===== src/rtl/pipe_hazard_ctrl_pkg.sv =====
// Shared constants and state type for the pipeline hazard controller.
// Imported by pipe_hazard_ctrl and reg_dep_cmp.
package pipe_hazard_ctrl_pkg;
    localparam int WORD_LEN       = 32;
    localparam int REG_AW_DEFAULT = 5;

    typedef enum logic {
        IDLE = 1'b0,
        HOLD = 1'b1
    } hz_state_t;
endpackage


===== src/rtl/pipe_hazard_ctrl_reg_dep_cmp.sv =====
// reg_dep_cmp: flags when a destination register feeds a used ID source.
// x0 never matches.
module reg_dep_cmp
    import pipe_hazard_ctrl_pkg::*;
#(
    parameter int REG_AW = REG_AW_DEFAULT
) (
    input  logic [REG_AW-1:0] i_rd,
    input  logic [REG_AW-1:0] i_rs1,
    input  logic [REG_AW-1:0] i_rs2,
    input  logic              i_rs1_used,
    input  logic              i_rs2_used,
    output logic              o_hit
);
    logic w_rd_nonzero;

    assign w_rd_nonzero = (i_rd != '0);
    assign o_hit = w_rd_nonzero &&
                   ((i_rs1_used && (i_rd == i_rs1)) ||
                    (i_rs2_used && (i_rd == i_rs2)));
endmodule


===== src/rtl/pipe_hazard_ctrl.sv =====
// Load-use / branch-operand hazard controller for a 5-stage pipeline.
// Optional perf counters are built when HAZARD_PERF_CNT_EN is defined.
//
// Control outputs are combinational from the current state and the hazard
// inputs; only the one-cycle HOLD of a double stall is registered.
// There is no valid/ready handshake: every output is meaningful every cycle.
module pipe_hazard_ctrl
    import pipe_hazard_ctrl_pkg::*;
#(
    parameter int REG_AW = REG_AW_DEFAULT,
    parameter int PERF_W = 32
) (
    input  logic              clk,
    input  logic              nReset,
    input  logic [REG_AW-1:0] id_rs1,
    input  logic [REG_AW-1:0] id_rs2,
    input  logic              id_rs1_used,
    input  logic              id_rs2_used,
    input  logic              id_is_branch,
    input  logic [REG_AW-1:0] ex_rd,
    input  logic              ex_reg_write,
    input  logic              ex_mem_read,
    input  logic [REG_AW-1:0] mem_rd,
    input  logic              mem_mem_read,
    input  logic              ex_branch_taken,
    output logic              pc_stall,
    output logic              if2id_stall,
    output logic              if2id_stall_twice,
    output logic              if2id_flush,
    output logic              id2ex_flush,
`ifdef HAZARD_PERF_CNT_EN
    output logic [PERF_W-1:0] stall_cycles,
    output logic [PERF_W-1:0] flush_events,
`endif
    output hz_state_t         dbg_state
);
    hz_state_t r_state;
    hz_state_t w_next_state;
    logic      w_ex_hit;
    logic      w_mem_hit;
    logic      w_dep_ex;
    logic      w_dep_mem;
    logic      w_double;
    logic      w_single;

    reg_dep_cmp #(.REG_AW(REG_AW)) u_dep_ex (
        .i_rd       (ex_rd),
        .i_rs1      (id_rs1),
        .i_rs2      (id_rs2),
        .i_rs1_used (id_rs1_used),
        .i_rs2_used (id_rs2_used),
        .o_hit      (w_ex_hit)
    );

    reg_dep_cmp #(.REG_AW(REG_AW)) u_dep_mem (
        .i_rd       (mem_rd),
        .i_rs1      (id_rs1),
        .i_rs2      (id_rs2),
        .i_rs1_used (id_rs1_used),
        .i_rs2_used (id_rs2_used),
        .o_hit      (w_mem_hit)
    );

    assign w_dep_ex  = ex_reg_write && w_ex_hit;
    assign w_dep_mem = mem_mem_read && w_mem_hit;

    // A branch in ID behind a load needs the loaded value from WB: two bubbles.
    assign w_double = id_is_branch && ex_mem_read && w_dep_ex;
    assign w_single = (ex_mem_read && w_dep_ex && !id_is_branch) ||
                      (id_is_branch && w_dep_ex && !ex_mem_read) ||
                      (id_is_branch && w_dep_mem);

    always_comb begin
        pc_stall          = 1'b0;
        if2id_stall       = 1'b0;
        if2id_stall_twice = 1'b0;
        if2id_flush       = 1'b0;
        id2ex_flush       = 1'b0;
        w_next_state      = IDLE;
        if (!nReset) begin
            w_next_state = IDLE;
        end else if (ex_branch_taken) begin
            if2id_flush = 1'b1;
            id2ex_flush = 1'b1;
        end else if (r_state == HOLD) begin
            pc_stall    = 1'b1;
            if2id_stall = 1'b1;
            id2ex_flush = 1'b1;
        end else if (w_double) begin
            pc_stall          = 1'b1;
            if2id_stall       = 1'b1;
            if2id_stall_twice = 1'b1;
            id2ex_flush       = 1'b1;
            w_next_state      = HOLD;
        end else if (w_single) begin
            pc_stall    = 1'b1;
            if2id_stall = 1'b1;
            id2ex_flush = 1'b1;
        end
    end

    always_ff @(posedge clk or negedge nReset) begin
        if (!nReset) begin
            r_state <= IDLE;
        end else begin
            r_state <= w_next_state;
        end
    end

    assign dbg_state = r_state;

`ifdef HAZARD_PERF_CNT_EN
    logic [PERF_W-1:0] r_stall_cycles;
    logic [PERF_W-1:0] r_flush_events;

    // Both counters saturate rather than wrap.
    always_ff @(posedge clk or negedge nReset) begin
        if (!nReset) begin
            r_stall_cycles <= '0;
            r_flush_events <= '0;
        end else begin
            if (pc_stall && (r_stall_cycles != '1)) begin
                r_stall_cycles <= r_stall_cycles + 1'b1;
            end
            if (ex_branch_taken && (r_flush_events != '1)) begin
                r_flush_events <= r_flush_events + 1'b1;
            end
        end
    end

    assign stall_cycles = r_stall_cycles;
    assign flush_events = r_flush_events;
`else
    // PERF_W stays in the parameter list so both builds share one instantiation.
    if (PERF_W < 1) begin : g_perf_w_unused
    end
`endif
endmodule


===== config.mk =====
export PLATFORM = sky130hd
export DESIGN_NAME = pipe_hazard_ctrl
export DESIGN_NICKNAME = d
export VERILOG_FILES = /design/src/rtl/pipe_hazard_ctrl_pkg.sv /design/src/rtl/pipe_hazard_ctrl_reg_dep_cmp.sv /design/src/rtl/pipe_hazard_ctrl.sv
export SDC_FILE = /design/constraint.sdc
export NUM_CORES = 1
export LEC_CHECK = 0
export CORE_AREA = 2 2 39 41
export CTS_BUF_LIST = sky130_fd_sc_hd__clkbuf_8
export DETAILED_ROUTE_END_ITERATION = 16
export DIE_AREA = 0 0 41 43
export HOLD_SLACK_MARGIN = 0.05
export PLACE_DENSITY = 0.78
export SYNTH_ARGS = -nofsm -noshare
export SYNTH_HDL_FRONTEND = slang
export SYNTH_SLANG_ARGS = --single-unit

===== constraint.sdc =====
create_clock -name clk -period 2.6 [get_ports clk]
set_input_delay 0.39 -clock clk [delete_from_list [all_inputs] [get_ports clk]]
set_output_delay 0.39 -clock clk [all_outputs]
set_load 0.01 [all_outputs]

==> load_flow_metrics.sql <==
INSERT INTO impl_metrics (metric_group, metric, value, unit) VALUES
('timing', 'grt_setup_unrepaired', 'false', ''),
('layout', 'final_net_count', '113', ''),
('logic_synthesis', 'ys_top_cells_by_area', 'xnor2_1 (49%), dfrtp_1 (7.0%), nand4_1 (7.0%)', ''),
('logic_synthesis', 'syn-instance-count', '47', ''),
('logic_synthesis', 'part_of_the_yosys_area_used_for_sequential_elements', '7.02', '%'),
('floorplanning', 'core_region_area', '1380', 'sq um'),
('timing', 'timing.final.crit_period', '2.49', 'ns'),
('layout', 'multiInputGateArea', '317', 'sq um'),
('timing', 'timing.final.hold_violations', '0', ''),
('route', 'final_antenna_violating_net_count', '0', ''),
('floorplanning', 'effective_utilization_at_floorplan', '25.8', '%'),
('worst_setup_path', 'critical_path_arrival', '2.10', 'ns'),
('worst_setup_path', 'slowest_stage', 'or4_1', ''),
('logic_synthesis', 'syn_nets', '76', ''),
('logic_synthesis', 'yosysTopAreaCellShare', '49.1', '%'),
('worst_setup_path', 'regToRegStartpoint', 'dbg_state', ''),
('floorplanning', 'fp.dieArea', '1760', 'sq um'),
('timing', 'clock.fmax', '402', 'MHz'),
('worst_setup_path', 'path_max_fanout', '3', ''),
('route', 'avgRoutedWirePerCell', '11.8', 'um'),
('grt', 'largest_net_degree_at_the_start_of_global_routing', '5', ''),
('grt', 'wire_length_of_the_first_global_routing_pass', '1770', 'um'),
('placement', 'placed_cells', '98', ''),
('placement', 'detailedPlacementHpwl', '1070', 'um'),
('floorplanning', 'rows', '14', ''),
('logic_synthesis', 'ys_warn_count', '0', ''),
('grt', 'grt_pass1_vias', '450', ''),
('route', 'drt_iter0_drc', '2', ''),
('worst_setup_path', 'crit_chain', 'clkdlybuf4s50_1 > or4_1 > o21a_1 > o211ai_2 > a31oi_1 > dlygate4sd2_1', ''),
('worst_setup_path', 'critPathCaptureType', 'primary output', ''),
('worst_setup_path', 'ff2ff_path_depth', '2', ''),
('layout', 'largest_register_ffs', '1', ''),
('floorplanning', 'horizontal_extent_of_the_die', '41', 'um'),
('worst_setup_path', 'cpPeakStageDelay', '0.54', 'ns'),
('power', 'leakage', '0.256', 'nW'),
('layout', 'area.growth.synth_to_final', '102', '%'),
('power', 'power_per_cell_area', '165', 'nW/um^2'),
('run_status', 'status', 'completed', ''),
('timing', 'setup_viol', '0', ''),
('worst_setup_path', 'cp.required', '2.21', 'ns'),
('grt', 'grt_use_total', '13.6', '%'),
('route', 'num_vias', '467', ''),
('worst_setup_path', 'reg2reg_setup_slack', '1.73', 'ns'),
('route', 'drcViolationCount', '0', ''),
('clock_tree', 'clk-insertion-delay-late', '0', 'ns'),
('floorplanning', 'ios', '35', ''),
('layout', 'drive_above_1_share', '4.88', '%'),
('grt', 'antenna_found_initial', '0', ''),
('logic_synthesis', 'synthesis.area_per_instance', '7.59', 'sq um'),
('layout', 'final_util', '52.0', '%'),
('timing', 'skew', '0', 'ns'),
('logic_synthesis', 'ys_ff_latch', '1', ''),
('worst_setup_path', 'worstReg2RegEnd', 'dbg_state', ''),
('floorplanning', 'fp.dieH', '43', 'um'),
('placement', 'routabilityCongestion', '0.754', ''),
('clock_tree', 'clock_transition_at_the_registers_of_the_reported_paths', '0', 'ns'),
('route', 'drt_pass1_iterations', '4', ''),
('logic_synthesis', 'synth.cell_area', '357', 'sq um'),
('power', 'p_total', '0.000118', 'W'),
('layout', 'final_cells', '98', ''),
('min_path', 'holdCritPathClass', 'in -> async', ''),
('logic_synthesis', 'synth.distinct_cells', '17', ''),
('placement', 'port-buffer-count', '34', ''),
('timing', 'relSlewSlack', '84.4', '%'),
('timing', 'timing.setup.tns', '0', 'ns'),
('worst_setup_path', 'worstSetupStartpointType', 'primary input', ''),
('timing', 'report.final.slew_viol_count', '0', ''),
('flow_run', 'max_cap_violations', '0', ''),
('power', 'ir_drop', '0.0000691', 'V'),
('timing', 'final_min_period_over_clock_period', '95.7', '%'),
('grt', 'globalRoute.totalOverflow', '0', ''),
('worst_setup_path', 'critical_path_class', 'in -> out', ''),
('route', 'routed_wirelength', '1160', 'um'),
('layout', 'layout.area.seq', '25.0', 'sq um'),
('layout', 'fillerInstances', '136', ''),
('timing', 'worst_slew_pin_slew', '0.234', 'ns'),
('timing', 'hold_slack', '0.588', 'ns'),
('logic_synthesis', 'synth_top_cell_by_area', 'xnor2_1', ''),
('layout', 'number_of_antenna_diodes', '0', ''),
('route', 'vias_per_cell', '4.77', '');
## cell usage after synthesis, drive strengths merged
cell type / n
xnor2: 20
nand2: 5
nand4: 4
a31oi: 2
inv: 2
o22ai: 2
or4: 2
and2: 1
and3: 1
buf: 1
dfrtp: 1
nand2b: 1
nor2: 1
nor3: 1
o2111ai: 1
o211ai: 1
o21a: 1
## final cells by class
class                      count  area share [%]
inverter                       2            1.04
multi-input combinational     43            44.0
sequential                     1            3.48
tap                           16            2.78
timing repair buffer          36            48.7
## worst max path at each step
stage / startpoint / slack (ns) / end
3_3_place_gp: ex_rd[0] / -0.07 / pc_stall
5_1_grt: mem_rd[3] / 0.003 / pc_stall
6_report: ex_rd[0] / 0.11 / if2id_stall
3_5_place_dp: mem_rd[3] / -0.12 / if2id_stall
2_1_floorplan: ex_rd[0] / 0.71 / pc_stall
4_1_cts: ex_rd[0] / 0.11 / if2id_stall
## logic make-up (layout without fill, tap and decap cells)
group	count (synthesis)	after routing	synth area share, %
DFF	1	1	7.02
xor gates and xnor gates	20	20	49.1
buffers and inverters	3	38	4.21
AOI/OAI and AO/OA	7	7	15.1
and+or+nand+nor	16	16	24.6
## routing by layer
metal	GRT usage, %	share of wire (%)	vias up
li1	-	-	238
met1	14.3	35	204
met2	27.5	51	25
met3	1.57	14	0
met4	0	0	0
met5	0	0	-
## cells in the final DEF, fill, tap and decap left out
cell / instances
buf_4: 2
xnor2_1: 20
nor3_1: 1
nand4_1: 4
nand2b_1: 1
dlygate4sd2_1: 4
o211ai_2: 1
clkdlybuf4s50_1: 30
a31oi_1: 2
nand2_1: 5
or4_1: 2
and3_2: 1
inv_1: 2
o2111ai_1: 1
dfrtp_1: 1
and2_1: 1
o22ai_1: 2
o21a_1: 1
nor2_1: 1
## repair_timing
action | 4_1_cts | 5_1_grt
gates resized for setup | 4 | 0
hold buffers | 0 | 0
setup endpoints to repair | 4 | 0
buffers inserted | 0 | 0
## where the power goes
group	leakage, nW	switching (W)	internal (W)
Clock	0	0	0
Sequential	0.0140	0.0000000294	0.0000159
Combinational	0.242	0.0000359	0.0000667
Total	0.256	0.0000359	0.0000826
## metrics by stage
stage          setup WS [ns]  area (sq um)
6_report               0.111           719
5_1_grt              0.00340           719
4_1_cts                0.108           719
3_5_place_dp          -0.123           724
3_3_place_gp         -0.0657           724
2_1_floorplan          0.712           357
## worst max-delay path: cells and delay by family
family,cells,cell delay (ns)
AOI/OAI and AO/OA,3,0.40
and+or+nand+nor,1,0.54
buffers and inverters,2,0.77
No activity file was read; power rests on OpenSTA's default activity.
